--- config.mk ---
export PLATFORM = sky130hd
export DESIGN_NAME = uart_tx_fifo_param
export DESIGN_NICKNAME = d
export VERILOG_FILES = /design/src/rtl/uart_pkg.sv /design/src/rtl/uart_tx_fifo.sv /design/src/rtl/uart_tx_fifo_param.sv
export SDC_FILE = /design/constraint.sdc
export NUM_CORES = 1
export LEC_CHECK = 0
export CORE_MARGIN = 4
export CORE_UTILIZATION = 62
export DETAILED_ROUTE_END_ITERATION = 10
export HOLD_SLACK_MARGIN = 0.12
export MAX_ROUTING_LAYER = met4
export PLACE_DENSITY = 0.86
export SLEW_MARGIN = 10
export SYNTH_ARGS = -nofsm -noshare
export SYNTH_HDL_FRONTEND = slang
export SYNTH_SLANG_ARGS = --single-unit
--- constraint.sdc ---
create_clock -name CLK -period 6.4 [get_ports CLK]
set_input_delay 0.96 -clock CLK [delete_from_list [all_inputs] [get_ports CLK]]
set_output_delay 0.96 -clock CLK [all_outputs]
set_load 0.05 [all_outputs]
--- src/rtl/uart_pkg.sv ---
// Shared types and helpers for the UART transmit path.
// Frame-state encoding, line levels and parity.
package uart_pkg;

  typedef enum logic [2:0] {
    IDLE,
    START,
    DATA,
    PARITY,
    STOP
  } uart_tx_state_t;

  localparam logic START_BIT = 1'b0;
  localparam logic STOP_BIT  = 1'b1;

  localparam int PAR_MAX_W = 16;

  // Zero-extension does not change the XOR reduction.
  function automatic logic parity_bit(
    input logic [PAR_MAX_W-1:0] data,
    input logic                 odd
  );
    return (^data) ^ odd;
  endfunction

endpackage

--- src/rtl/uart_tx_fifo.sv ---
// Synchronous register FIFO feeding the UART transmitter.
// Push is refused when full, pop is ignored when empty.
module uart_tx_fifo #(
  parameter int WIDTH = 8,
  parameter int DEPTH = 4
) (
  input  logic                     clk,
  input  logic                     rst,
  input  logic                     push,
  input  logic                     pop,
  input  logic [WIDTH-1:0]         wdata,
  output logic [WIDTH-1:0]         rdata,
  output logic [$clog2(DEPTH):0]   count,
  output logic                     full,
  output logic                     empty
);

  localparam int AW = $clog2(DEPTH);
  localparam logic [AW:0] FULL_CNT = DEPTH[AW:0];

  logic [WIDTH-1:0] mem [DEPTH];
  logic [AW-1:0]    wr_ptr;
  logic [AW-1:0]    rd_ptr;
  logic             do_push;
  logic             do_pop;

  assign full    = (count == FULL_CNT);
  assign empty   = (count == '0);
  assign do_push = push && !full;
  assign do_pop  = pop && !empty;
  assign rdata   = mem[rd_ptr];

  always_ff @(posedge clk) begin
    if (do_push) begin
      mem[wr_ptr] <= wdata;
    end
  end

  always_ff @(posedge clk) begin
    if (rst) begin
      wr_ptr <= '0;
      rd_ptr <= '0;
      count  <= '0;
    end else begin
      if (do_push) wr_ptr <= wr_ptr + 1'b1;
      if (do_pop)  rd_ptr <= rd_ptr + 1'b1;
      unique case ({do_push, do_pop})
        2'b10:   count <= count + 1'b1;
        2'b01:   count <= count - 1'b1;
        default: count <= count;
      endcase
    end
  end

endmodule

--- src/rtl/uart_tx_fifo_param.sv ---
// Parametrised UART transmitter with input FIFO and baud divider.
// Frames run back to back while the FIFO holds words.
module uart_tx_fifo_param
  import uart_pkg::*;
#(
  parameter int DATA_WIDTH = 8,
  parameter int FIFO_DEPTH = 4,
  parameter int DIV_WIDTH  = 16
) (
  input  logic                          CLK,
  input  logic                          RST,
  input  logic                          Data_Valid,
  input  logic [DATA_WIDTH-1:0]         P_DATA,
  output logic                          Data_Ready,
  input  logic                          PAR_EN,
  input  logic                          PAR_TYP,
  input  logic                          STOP2,
  input  logic [DIV_WIDTH-1:0]          BAUD_DIV,
  output logic                          TX_OUT,
  output logic                          busy,
  output logic [$clog2(FIFO_DEPTH):0]   fifo_count
);

  localparam int BW = $clog2(DATA_WIDTH);
  localparam logic [BW-1:0] LAST_BIT = BW'(DATA_WIDTH - 1);

  uart_tx_state_t state, state_n;

  logic [DIV_WIDTH-1:0]  timer, timer_n, div_q;
  logic [BW-1:0]         bit_q, bit_n;
  logic                  stop_q, stop_n;
  logic [DATA_WIDTH-1:0] shreg, shreg_n;
  logic                  tx_q, tx_n;
  logic                  par_en_q, par_q, stop2_q;
  logic                  pop, bit_end;
  logic                  fifo_full, fifo_empty;
  logic [DATA_WIDTH-1:0] fifo_rdata;

  uart_tx_fifo #(
    .WIDTH (DATA_WIDTH),
    .DEPTH (FIFO_DEPTH)
  ) u_fifo (
    .clk   (CLK),
    .rst   (RST),
    .push  (Data_Valid && !fifo_full),
    .pop   (pop),
    .wdata (P_DATA),
    .rdata (fifo_rdata),
    .count (fifo_count),
    .full  (fifo_full),
    .empty (fifo_empty)
  );

  assign Data_Ready = !fifo_full;
  assign busy       = (state != IDLE);
  assign TX_OUT     = tx_q;
  assign bit_end    = (timer == div_q);

  always_ff @(posedge CLK) begin
    if (RST) begin
      state  <= IDLE;
      timer  <= '0;
      bit_q  <= '0;
      stop_q <= 1'b0;
      shreg  <= '0;
      tx_q   <= STOP_BIT;
    end else begin
      state  <= state_n;
      timer  <= timer_n;
      bit_q  <= bit_n;
      stop_q <= stop_n;
      shreg  <= shreg_n;
      tx_q   <= tx_n;
    end
  end

  // Frame configuration is frozen at the pop.
  always_ff @(posedge CLK) begin
    if (RST) begin
      div_q    <= '0;
      par_en_q <= 1'b0;
      par_q    <= 1'b0;
      stop2_q  <= 1'b0;
    end else if (pop) begin
      div_q    <= BAUD_DIV;
      par_en_q <= PAR_EN;
      stop2_q  <= STOP2;
      par_q    <= parity_bit(PAR_MAX_W'(fifo_rdata), PAR_TYP);
    end
  end

  always_comb begin
    state_n = state;
    tx_n    = tx_q;
    timer_n = bit_end ? '0 : timer + 1'b1;
    bit_n   = bit_q;
    stop_n  = stop_q;
    shreg_n = shreg;
    pop     = 1'b0;
    unique case (state)
      IDLE: begin
        timer_n = '0;
        if (!fifo_empty) begin
          pop     = 1'b1;
          shreg_n = fifo_rdata;
          state_n = START;
          tx_n    = START_BIT;
        end
      end
      START: if (bit_end) begin
        state_n = DATA;
        tx_n    = shreg[0];
        bit_n   = '0;
      end
      DATA: if (bit_end) begin
        if (bit_q == LAST_BIT) begin
          if (par_en_q) begin
            state_n = PARITY;
            tx_n    = par_q;
          end else begin
            state_n = STOP;
            tx_n    = STOP_BIT;
            stop_n  = 1'b0;
          end
        end else begin
          shreg_n = shreg >> 1;
          tx_n    = shreg[1];
          bit_n   = bit_q + 1'b1;
        end
      end
      PARITY: if (bit_end) begin
        state_n = STOP;
        tx_n    = STOP_BIT;
        stop_n  = 1'b0;
      end
      STOP: if (bit_end) begin
        if (stop2_q && !stop_q) begin
          stop_n = 1'b1;
        end else if (!fifo_empty) begin
          pop     = 1'b1;
          shreg_n = fifo_rdata;
          state_n = START;
          tx_n    = START_BIT;
        end else begin
          state_n = IDLE;
          tx_n    = STOP_BIT;
        end
      end
      default: state_n = IDLE;
    endcase
  end

endmodule

======== After elaboration in Yosys (flattened, before gate mapping) ========
Memory sizes are Yosys's and may differ from the RTL's. A register that Yosys moved wholly into a read port is not among the register bits.
Cells that the tools add are included.
word-level totals
  word-level logic and storage cells ...... 108
  flip-flop bits (word level) ............. 58
  memories kept ........................... 1
  memory bits (writable) .................. 32
memory list
  name        depth  width  read ports  clocked after memory_dff  write ports  line                text
  u_fifo.mem  4      8      1           1                         1            uart_tx_fifo.sv:21  logic [WIDTH-1:0] mem [DEPTH];
cells by class
  eq/ne operators ......................... 19
  add/sub/neg operators ................... 6
  reduce and logical (&&, ||, !) cells .... 22
  muxes and demuxes ....................... 46
  bitwise operators ....................... 1
operator list
  cell                   count
  $mux 8                 5
  $mux 3                 11
  $pmux 8 s3             1
  $mux 1                 21
  $reduce_and 7->1       3
  $ne 2x2->1 const B     10
  $add 16x1->16 const B  1
  $eq 16x16->1           1
  $reduce_xor 16->1      1
  $pmux 3 s5             1
  $pmux 3 s2             2
  $eq 3x3->1 const B     3
  $reduce_bool 3->1      3
  $add 3x1->3 const B    2
  $eq 3x2->1 const B     2
  $logic_not 3->1        2
  $pmux 1 s5             1
  $reduce_and 5->1       1
  $reduce_bool 5->1      1
  $add 2x1->2 const B    2
  $logic_and 1x1->1      4
  $mux 2                 2
  $reduce_and 4->1       1
  $reduce_bool 2->1      2
  other kinds (9)        11

======== Logic depth before layout (Yosys ltp) ========
  depth in word-level cells ............... 8
  depth in mapped cells ................... 13
  mapped depth without buffers ............ 11

======== By module ========
Synthesis repeated with hierarchy kept, for this count alone.
unflattened totals
  cells, all modules ...................... 380
  area, all modules ....................... 4161.5 um^2
modules (own cells, without submodules)
  module              area an instance (um^2)  cells an instance  instances  sequential area each (um^2)
  uart_tx_fifo_param  2531.2                   284                1          1021.0
  uart_tx_fifo        1630.3                   96                 1          1141.1

======== Worst setup path before layout ========
OpenSTA, ideal clock, no wires.
  kind .................................... register to register
  start point ............................. register u_fifo.count[2]
  end point ............................... register u_fifo.count[2]
  stages on the path, launching flop included .. 10
  library setup time ...................... 0.071 ns
  setup slack ............................. 3.454 ns
  arrival time ............................ 2.875 ns
  required time ........................... 6.329 ns
  cell sequence ........................... dfxtp_1 -> nand3_1 -> and2_1 -> inv_1 -> ha_1 -> inv_1 -> fa_1 -> xor2_1 -> or3_1 -> a21oi_1
RTL lines
  what                                                    line                      text
  from (decl)                                             uart_tx_fifo.sv:13        output logic [$clog2(DEPTH):0] count,
  from (signal assigned)                                  uart_tx_fifo.sv:48        2'b10: count <= count + 1'b1;
  from (signal assigned)                                  uart_tx_fifo.sv:49        2'b01: count <= count - 1'b1;
  from (signal assigned)                                  uart_tx_fifo.sv:50        default: count <= count;
  $eq 3x3->1 (*)                                          uart_tx_fifo.sv:27        assign full = (count == FULL_CNT);
  $logic_not 1->1 (*)                                     --
  net Data_Ready                                          uart_tx_fifo_param.sv:14  output logic Data_Ready,
  $logic_and 1x1->1                                       uart_tx_fifo_param.sv:45  .push (Data_Valid && !fifo_full),
  $logic_and 1x1->1 (*)                                   uart_tx_fifo.sv:29        assign do_push = push && !full;
  $eq 2x1->1 / $eq 2x2->1 (equally long branches)         uart_tx_fifo.sv:47        unique case ({do_push, do_pop})
  $pmux 3 s2 / $reduce_bool 2->1 (equally long branches)  --
Mark *: on every way through the listed nets, which the timed path passes. The rest lies on a longest branch.
A chain may end at the register's enable or synchronous reset.

======== Final worst setup path ========
  start point ............................. register timer[3]
  end point ............................... register u_fifo.count[2]
between the ends
  word-level cells in the longest chain between the ends .. 6
ends and longest elaborated chain
  what                                                    line                       text
  from (decl)                                             uart_tx_fifo_param.sv:29   logic [DIV_WIDTH-1:0] timer, timer_n, div_q;
  from (signal assigned)                                  uart_tx_fifo_param.sv:69   timer <= timer_n;
  $eq 16x16->1 (*)                                        uart_tx_fifo_param.sv:57   assign bit_end = (timer == div_q);
  $mux 1 (*)                                              uart_tx_fifo_param.sv:136  STOP: if (bit_end) begin
  $pmux 1 s2 (*)                                          uart_tx_fifo_param.sv:100  unique case (state)
  $logic_and 1x1->1 (*)                                   uart_tx_fifo.sv:30         assign do_pop = pop && !empty;
  net u_fifo.do_pop                                       uart_tx_fifo.sv:25         logic do_pop;
  $eq 2x1->1 / $eq 2x2->1 (equally long branches)         uart_tx_fifo.sv:47
  $pmux 3 s2 / $reduce_bool 2->1 (equally long branches)  --
Marked as above.

==> qor.csv <==
metric;value;unit
status;complete, no violations;
Post-CTS Setup Bufs;0;
GRT overflow;0;
post_cts resized;0;
core area;0.006422;mm^2
Mapped Cells;374;
antenna violations before repair;0;
Final Hold Viols;0;
via/cell ratio;5.668;
Hold Path Class;flop to flop;
R2R cell count;11;
gr usage total;0.2049;
syn_area_per_cell;11.08;um^2
Max IR drop VDD;253.7;uV
Post-Syn Area;0.004144;mm^2
final period utilization;0.5595;
Worst Path Max Fanout;23;
Die Height;89.76;um
filler instances;440;
Final Skew;0.01288;ns
Setup Viol. Count Final;0;
Root Buffer;clkbuf_8;
Initial Util;0.6452;
row count;29;
FF+latch count, synth;92;
CTS Buffer Depth;2;
gpl congestion;0.8463;
crit path kind;flop to flop;
fin crit period;3.581;ns
nets;442;
number of max-cap violations;0;
largest net degree at the start of global routing;45;
storage element area;0.002162;mm^2
synth top area cells;dfxtp_1, edfxtp_1, mux2i_1;
die area;0.008056;mm^2
first-pass GRT wire length;13010;um
clk_lat worst skew;0.36;ns
Slew headroom;0.2883;
# hold bufs at CTS;0;
startpoint types;flop;
clock-pin slew on the worst setup and hold paths;0.10;ns
Die X;89.76;um
Net Count, Synth;413;
dominant cell type by area after synthesis;dfxtp_1;
Post-synth EDFFs;32;
post-synthesis sequential area ratio;0.5217;
Yosys warnings;0;
fmax;279.3;MHz
TritonCTS Buffers;9;
layout cells sized above 1;0.08333;
CTS tree;yes;
setup_tns;0;ns
# clock sinks;92;
CP required;6.69;ns
final slew viol count;0;
vias in the first global route;2795;
Main synth FF type;dfxtp_1;
port bufs;35;
R2R Path End;u_fifo.count[2];
Post-DRT Antenna Nets;0;
WL final;7694;um
Synth cell types;48;
multi-input logic area;0.001846;mm^2
DR WL/cell;15.86;um
Antenna diodes;0;
Crit. Startpoint;timer[3];
Detailed Routing Iterations Pass 1;4;
leakage power;1.764;nW
DRC;0;
share of the synthesized area in the top cell type;0.2899;
Least-Margin Pin Slew;1.064;ns
total number of vias;2749;
R2R setup slack;2.82;ns
I/O pin count;36;
asr flop ratio synth;0;
Worst EP arrival;3.87;ns
FF-to-FF Start;timer[3];
DP HPWL;5387;um
Iter 0 DRT Violations;141;
area delta synth->final;13.50;%
PwrDens;441.7;mW/mm^2
final core occ;0.7323;
end of the critical path;u_fifo.count[2];
H-tree levels;3;
RSZ-0062 raised after global routing;false;
crit end category;flop;
[logic make-up after synthesis]
group,count (synthesis),synth area share
AND/OR/NAND/NOR,119,0.1353
flip-flops,92,0.5217
AO/OA/AOI/OAI,45,0.08001
XOR/XNOR,41,0.08998
multiplexers,36,0.1111
buffers and inverters,32,0.03291
adder cells (fa/ha/maj),9,0.02899
[through the flow]
step                      instance area (um^2)  instances  total power, mW  hold slack [ns]  setup WS [ns]
after floorplan                           4144        374            1.533           0.4356          3.454
after global placement                    4514        469            1.674           0.4419          3.043
after detailed placement                  4514        469            1.716           0.4518          2.842
after CTS                                 4703        485            2.087           0.4639          2.791
after global routing                      4703        485            2.206           0.4866          2.576
final                                     4703        485            2.078           0.4612          2.819
[placed cells by master, fill, tap and decap left out, types with 13 or more instances in the layout]
| cell | Yosys | routed |
|---|---|---|
| dfxtp_1 | 60 | 60 |
| xor2_1 | 13 | 13 |
| mux2i_1 | 28 | 28 |
| clkdlybuf4s50_1 | 0 | 35 |
| a21oi_1 | 18 | 18 |
| nor2_1 | 58 | 58 |
| edfxtp_1 | 32 | 32 |
| xnor2_1 | 27 | 27 |
| nand2_1 | 21 | 21 |
| inv_1 | 14 | 14 |
[power breakdown]
part	leakage [nW]	switching, mW	internal, mW	total (mW)
sequential	0.784	0.0993	0.725	0.825
clock	0.0961	0.220	0.152	0.371
combinational	0.884	0.479	0.402	0.882
[synthesized netlist by cell type (2+ instances only)]
cell and n:
mux2i_1 28, nand4_1 7, nand3_1 8, and3_1 5
a311oi_1 6, nand2_1 21, inv_1 14, ha_1 8
or3_1 5, xnor2_1 27, a21oi_1 18, a31oi_1 3
nand2b_1 3, buf_2 7, or2_0 2, mux4_2 8
dfxtp_1 60, xor2_1 13, nor3_1 2, o21ai_0 5
clkbuf_1 9, edfxtp_1 32, nor2_1 58
[registers in the layout, summed over array words and instances (netlist names), named ones only]
| signal | count |
|---|---|
| TX_OUT | 1 |
| bit_q | 3 |
| div_q | 16 |
| par_en_q | 1 |
| par_q | 1 |
| shreg | 8 |
| state | 3 |
| stop2_q | 1 |
| stop_q | 1 |
| timer | 16 |
| u_fifo.count | 3 |
| u_fifo.mem | 32 |
| u_fifo.rd_ptr | 2 |
| u_fifo.wr_ptr | 2 |
[worst max-delay path: stages (launching register included)]
cell	delay, ns
dfxtp_1	0.44
xnor2_1	0.14
nand4_1	0.16
nor4_4	0.69
a41oi_4	0.60
inv_1	0.19
ha_1	0.20
inv_1	0.06
fa_1	0.37
xor2_1	0.16
or3_1	0.32
a21oi_1	0.16
[metal layers]
metal	GRT usage	wire length (um)
met1	0.2463	3421
met2	0.3471	3868
met3	0.05676	349
met4	0.04598	54
met5	-	0
[final cells by class]
class                      instances  area share
sequential                        92      0.4597
multi-input combinational        250      0.3924
timing repair buffer              36     0.07608
clock buffer                       9     0.02634
tap                               77     0.02048
clock inverter                     7     0.01383
inverter                          14     0.01117
[worst min-delay path by stage]
stage                  start  endpoint  slack (ns)  cells after the start
floorplan           bit_q[1]  bit_q[1]        0.44                      2
global placement    bit_q[2]  bit_q[2]        0.44                      2
detailed placement  bit_q[2]  bit_q[2]        0.45                      2
CTS                 bit_q[2]  bit_q[2]        0.46                      2
global route        bit_q[2]  bit_q[2]        0.49                      2
finish              bit_q[2]  bit_q[2]        0.46                      2
No activity file was read; power rests on OpenSTA's default activity.
